--- src/rtl/music_sequencer_pkg.sv ---
// Shared definitions for the music sequencer: note-word layout, beat codes,
// quarter-beat lookup values and the sequencer state encoding.
package music_sequencer_pkg;

  localparam int NOTE_W  = 10;
  localparam int CODE_W  = 6;
  localparam int QBEAT_W = 5;

  // Shifter head word: [9]=ligature, [8:6]=beat code, [5:0]=note code.
  typedef struct packed {
    logic              lig;
    logic [2:0]        beat;
    logic [CODE_W-1:0] code;
  } note_word_t;

  localparam logic [CODE_W-1:0] ENCODE_NA = '0;

  localparam logic [2:0] BEAT_1Q  = 3'd0;
  localparam logic [2:0] BEAT_2Q  = 3'd1;
  localparam logic [2:0] BEAT_4Q  = 3'd2;
  localparam logic [2:0] BEAT_8Q  = 3'd3;
  localparam logic [2:0] BEAT_12Q = 3'd4;
  localparam logic [2:0] BEAT_16Q = 3'd5;

  localparam logic [QBEAT_W-1:0] QB_1   = 5'd1;
  localparam logic [QBEAT_W-1:0] QB_2   = 5'd2;
  localparam logic [QBEAT_W-1:0] QB_4   = 5'd4;
  localparam logic [QBEAT_W-1:0] QB_8   = 5'd8;
  localparam logic [QBEAT_W-1:0] QB_12  = 5'd12;
  localparam logic [QBEAT_W-1:0] QB_16  = 5'd16;
  localparam logic [QBEAT_W-1:0] QB_DEF = 5'd4;

  typedef enum logic [2:0] {
    ST_IDLE,
    ST_LOAD,
    ST_PLAY,
    ST_ADV,
    ST_REWIND
  } seq_state_t;

endpackage

--- src/rtl/music_beat_decode.sv ---
// Beat code to note length in quarter-beats; the two reserved codes fall
// back to a plain quarter note (4 quarter-beats).
module music_beat_decode
  import music_sequencer_pkg::*;
(
  input  logic [2:0]         i_beat,
  output logic [QBEAT_W-1:0] o_qbeats
);

  always_comb begin
    case (i_beat)
      BEAT_1Q:  o_qbeats = QB_1;
      BEAT_2Q:  o_qbeats = QB_2;
      BEAT_4Q:  o_qbeats = QB_4;
      BEAT_8Q:  o_qbeats = QB_8;
      BEAT_12Q: o_qbeats = QB_12;
      BEAT_16Q: o_qbeats = QB_16;
      default:  o_qbeats = QB_DEF;
    endcase
  end

endmodule

--- src/rtl/music_sequencer.sv ---
// Tempo/sequencing controller: times each note word from the song shifter,
// gates the tone generator and pulses the shifter to advance or rewind.
module music_sequencer
  import music_sequencer_pkg::*;
#(
  parameter int TICKS_PER_QBEAT = 8192,
  parameter int GAP_TICKS       = 1024,
  parameter int SONG_LEN        = 133,
  parameter int IDX_W           = 8,
  parameter int CNT_W           = 18
) (
  input  logic              clk,
  input  logic              rst_n,
  input  logic              i_start,
  input  logic              i_stop,
  input  logic              i_pause,
  input  logic              i_loop_en,
  input  logic [NOTE_W-1:0] i_note_word,
  output logic              o_note_adv,
  output logic              o_tone_en,
  output logic [CODE_W-1:0] o_note_code,
  output logic [IDX_W-1:0]  o_note_idx,
  output logic              o_busy,
  output logic              o_done
);

  seq_state_t         r_state;
  seq_state_t         w_next_state;
  logic [CNT_W-1:0]   r_rem;
  logic [IDX_W-1:0]   r_idx;
  logic [CODE_W-1:0]  r_code;
  logic               r_lig;
  logic               r_tone_en;
  logic               r_done;

  note_word_t         w_word;
  logic [QBEAT_W-1:0] w_qbeats;
  logic [CNT_W-1:0]   w_dur;
  logic [IDX_W-1:0]   w_idx_inc;
  logic               w_last;
  logic               w_sounding;
  logic               w_tone_next;

  assign w_word = note_word_t'(i_note_word);

  music_beat_decode u_beat_decode (
    .i_beat   (w_word.beat),
    .o_qbeats (w_qbeats)
  );

  assign w_dur      = CNT_W'(w_qbeats) * CNT_W'(TICKS_PER_QBEAT);
  assign w_last     = (r_idx == IDX_W'(SONG_LEN - 1));
  assign w_idx_inc  = w_last ? '0 : r_idx + IDX_W'(1);
  // rem counts the cycles left in the note period including the current one.
  assign w_sounding = (r_code != ENCODE_NA) && (r_lig || (r_rem > CNT_W'(GAP_TICKS)));

  // NOTE: async reset lives only in the sensitivity list and the first branch;
  // state uses non-blocking assignments so every flop samples pre-edge values.
  always_ff @(posedge clk or negedge rst_n) begin
    if (!rst_n) r_state <= ST_IDLE;
    else        r_state <= w_next_state;
  end

  // NOTE: every always_comb assigns a default first so no path infers a latch.
  always_comb begin
    w_next_state = r_state;
    case (r_state)
      ST_IDLE:   if (i_start && !i_stop) w_next_state = ST_LOAD;
      ST_LOAD:   if (i_stop)             w_next_state = ST_REWIND;
                 else if (!i_pause)      w_next_state = ST_PLAY;
      ST_PLAY:   if (i_stop)             w_next_state = ST_REWIND;
                 else if (!i_pause && r_rem == CNT_W'(2)) w_next_state = ST_ADV;
      ST_ADV:    if (i_stop)             w_next_state = ST_REWIND;
                 else if (w_last && !i_loop_en) w_next_state = ST_IDLE;
                 else                    w_next_state = ST_LOAD;
      ST_REWIND: if (r_idx == '0)        w_next_state = ST_IDLE;
      default:                           w_next_state = ST_IDLE;
    endcase
  end

  // Tone is computed one cycle ahead; in LOAD it looks at the incoming word.
  always_comb begin
    o_note_adv  = 1'b0;
    w_tone_next = 1'b0;
    o_busy      = (r_state != ST_IDLE);
    case (r_state)
      ST_LOAD:   w_tone_next = (w_word.code != ENCODE_NA) &&
                               (w_word.lig || (w_dur > CNT_W'(GAP_TICKS)));
      ST_PLAY:   w_tone_next = w_sounding;
      ST_ADV: begin
        o_note_adv  = 1'b1;
        w_tone_next = w_sounding;
      end
      ST_REWIND: o_note_adv = (r_idx != '0);
      default:   ;
    endcase
    w_tone_next = w_tone_next && !i_pause &&
                  (w_next_state inside {ST_LOAD, ST_PLAY, ST_ADV});
  end

  always_ff @(posedge clk or negedge rst_n) begin
    if (!rst_n) begin
      r_rem     <= '0;
      r_idx     <= '0;
      r_code    <= ENCODE_NA;
      r_lig     <= 1'b0;
      r_tone_en <= 1'b0;
      r_done    <= 1'b0;
    end else begin
      r_tone_en <= w_tone_next;
      r_done    <= (r_state == ST_ADV) && (w_next_state == ST_IDLE);
      case (r_state)
        ST_LOAD: if (w_next_state == ST_PLAY) begin
          r_code <= w_word.code;
          r_lig  <= w_word.lig;
          r_rem  <= w_dur - CNT_W'(1);
        end
        ST_PLAY:   if (!i_pause && !i_stop) r_rem <= r_rem - CNT_W'(1);
        ST_ADV:    r_idx <= w_idx_inc;
        ST_REWIND: if (r_idx != '0) r_idx <= w_idx_inc;
        default:   ;
      endcase
    end
  end

  assign o_tone_en   = r_tone_en;
  assign o_done      = r_done;
  assign o_note_code = r_code;
  assign o_note_idx  = r_idx;

endmodule

--- config.mk ---
export PLATFORM = sky130hd
export DESIGN_NAME = music_sequencer
export DESIGN_NICKNAME = d
export VERILOG_FILES = /design/src/rtl/music_sequencer_pkg.sv /design/src/rtl/music_beat_decode.sv /design/src/rtl/music_sequencer.sv
export SDC_FILE = /design/constraint.sdc
export NUM_CORES = 1
export LEC_CHECK = 0
export ABC_AREA = 1
export CORE_ASPECT_RATIO = 1.2
export CORE_MARGIN = 5
export CORE_UTILIZATION = 35
export DETAILED_ROUTE_END_ITERATION = 6
export HOLD_SLACK_MARGIN = 0.08
export PLACE_DENSITY_LB_ADDON = 0.3
export SLEW_MARGIN = 20
export SYNTH_ARGS = -nofsm -noshare
export SYNTH_HDL_FRONTEND = slang
export SYNTH_HIERARCHICAL = 1
export SYNTH_SLANG_ARGS = --single-unit
--- constraint.sdc ---
create_clock -name clk -period 2.1 [get_ports clk]
set_input_delay 0.42 -clock clk [delete_from_list [all_inputs] [get_ports clk]]
set_output_delay 0.42 -clock clk [all_outputs]
set_load 0.02 [all_outputs]
==> impl_metrics.json <==
{
  "p_sw_frac": 0.416,
  "slowest_stage": "clkdlybuf4s50_1",
  "yosysMostFrequentCell": "nand2_1",
  "die_h_um": 102,
  "area_delta_synth_final_pct": 23.3,
  "skew_ns": 0.00426,
  "avgSynthCellArea_um2": 6.84,
  "yosys.area.top_type": "dfrtp_1",
  "dr.first_iter.drc_count": 146,
  "p_leak_nw": 1.47,
  "ys_top_cells_by_area": "dfrtp_1 39%, nand2_1 15%, nor2_1 8.2%",
  "cts_hold_buf": 0,
  "slew_viol_final": 0,
  "grt_pass1_wl_um": 10500,
  "die_area_um2": 8840,
  "io_buffers": 33,
  "p_seq_frac": 0.396,
  "pre_cts_slack_ns": 0.0291,
  "powerDensity_nw_per_um2": 1030,
  "firstDrtPassIters": 4,
  "cp.required_ns": 1.68,
  "syn_area_um2": 2470,
  "max-clock-path-buffers": 2,
  "ys_types": 26,
  "post-place-cells": 491,
  "timing.final.ws_setup_ns": 0.180,
  "synthCells": 361,
  "die_x_um": 86.7,
  "maxCapViolations": 0,
  "drt-total-wl_um": 5960,
  "status": "complete, no violations",
  "startpoint": "r_state[1]",
  "total_power_w": 0.00314,
  "drive_above_1_share": 0.119,
  "dp_hpwl_um": 4600,
  "grt_max_degree": 39,
  "synth.cells.most_frequent": "101 x nand2_1, 54 x nor2_1, 42 x inv_1, 38 x dfrtp_1, 36 x nand3_1",
  "synth_flop_cell": "dfrtp_1",
  "yosys_warnings": 6,
  "htree_levels": 2,
  "drc": 0,
  "finalHoldViolations": 0,
  "max_freq_mhz": 521,
  "postSynthNetCount": 383,
  "cts_root_buf": "clkbuf_8",
  "ir_drop_mv": 0.541,
  "r2r_start": "r_state[2]",
  "vias": 2341,
  "path_cells": "nor2_1, nand2_1, clkdlybuf4s50_1",
  "rows": 33,
  "ioPinCount": 34,
  "antenna_left": 0,
  "setup_tns_ns": 0,
  "p_clk_frac": 0.155,
  "routedWlPerCell_um": 12.0,
  "netlist.area_leader.share": 0.385,
  "clk_latency_ns": 0.29,
  "critPathKind": "flop to primary output",
  "slowest_delay_ns": 0.54,
  "finalNonFillerCells": 498,
  "period_share": 0.914,
  "worstHoldPathType": "primary input to asynchronous set/reset pin",
  "via_per_inst": 4.70,
  "synth_edf_count": 0,
  "intPower_w": 0.00183,
  "period_minus_slack_ns": 1.92,
  "async_flop_share": 1.00,
  "setup_viol": 0,
  "cts_buffers": 5,
  "cp_top_family": "buffers and inverters",
  "yosysSeqAreaShare": 0.385,
  "combPwrFrac": 0.449,
  "grt_setup_unrepaired": "no",
  "n_antenna_cell": 0,
  "critPathCaptureType": "primary output",
  "grt_use_total": 0.148,
  "nets": 433,
  "critPathBufInv": 1,
  "gp_congestion": 0.846,
  "cts_tree": "built",
  "grt_pass1_vias": 2354,
  "setup.worst_path.start_class": "flop",
  "worstPathArrival_ns": 1.50,
  "ys_ff_latch": 38,
  "start_util": 0.360,
  "antenna_found_initial": 0,
  "core_um2": 6850,
  "switching_power_w": 0.00131,
  "cts.reportedPaths.clkPinSlew_ns": 0.07,
  "grt_overflow": 0,
  "cts_setup_buffers": 0,
  "tightest_slew_ns": 0.502,
  "max_slew_margin": 0.666,
  "cts.sinks": 38,
  "cp_max_fo": 3
}
==> layer usage <==
layer / wire [um] / global-route usage / vias to the layer above
met5: 0 / 0 / -
met4: 96 / 0.0528 / 0
met3: 161 / 0.0315 / 8
met2: 3040 / 0.260 / 30
met1: 2660 / 0.179 / 1065
li1: - / - / 1238
==> registers in the layout (all words and copies together) (netlist names) <==
| name | flops |
|---|---|
| o_tone_en | 1 |
| r_state | 3 |
| o_note_idx | 8 |
| r_rem | 18 |
| o_done | 1 |
| o_note_code | 6 |
| r_lig | 1 |
==> placed cells by master (no fill, tap or decap), types with 8 or more instances in the layout <==
master / n
nand2_1: 101
nor2_1: 54
inv_1: 42
dfrtp_1: 38
nand3_1: 36
clkdlybuf4s50_1: 31
buf_4: 16
o21ai_1: 13
o21ai_0: 10
inv_2: 9
a21oi_1: 8
==> path summary, 6_finish.rpt <==
check	slack, ns	cells after the start	to
worst max register to register	0.38	9	r_rem[6]
worst min-delay path	0.18	2	o_note_code[0]
worst max-delay path	0.18	3	o_busy
max in group asynchronous	1.57	2	o_note_code[4]
worst min register to register	0.50	2	o_note_code[2]
min in group clk	0.50	2	o_note_code[2]
==> cells by family after synthesis <==
kind of cell | share of synthesized area
AO/OA/AOI/OAI | 0.0933
adder cells (fa/ha/maj) | 0.0304
flip-flops | 0.385
buffers and inverters | 0.0983
AND/OR/NAND/NOR | 0.393
==> what timing repair did <==
action | CTS | global route
gates cloned | 0 | 0
setup endpoints to repair | 1 | 1
resized for setup | 2 | 1
==> through the flow <==
stage | util | hold slack [ns] | area [um2]
after floorplan | - | 0.124 | 2470
after global placement | 0.434 | 0.490 | 2970
after detailed placement | 0.434 | 0.499 | 2970
after CTS | 0.445 | 0.192 | 3050
after global routing | 0.444 | 0.223 | 3040
final | 0.444 | 0.179 | 3040
==> power groups by stage <==
| stage | Clock [W] | Combinational [W] | Sequential, W |
|---|---|---|---|
| finish | 0.000485 | 0.00141 | 0.00125 |
| global placement | 0 | 0.00142 | 0.00125 |
| CTS | 0.000506 | 0.00144 | 0.00124 |
| global route | 0.000529 | 0.00160 | 0.00129 |
| floorplan | 0 | 0.000799 | 0.00133 |
| detailed placement | 0 | 0.00144 | 0.00125 |
==> layout make-up <==
cell class,instances,area (um2)
Clock buffer,7,76.3
Multi-Input combinational cell,266,1270
Sequential cell,38,951
Fill cell,761,3810
Timing Repair Buffer,49,440
Tap cell,87,109
Inverter,51,191
(Power assumes the default switching activity.)
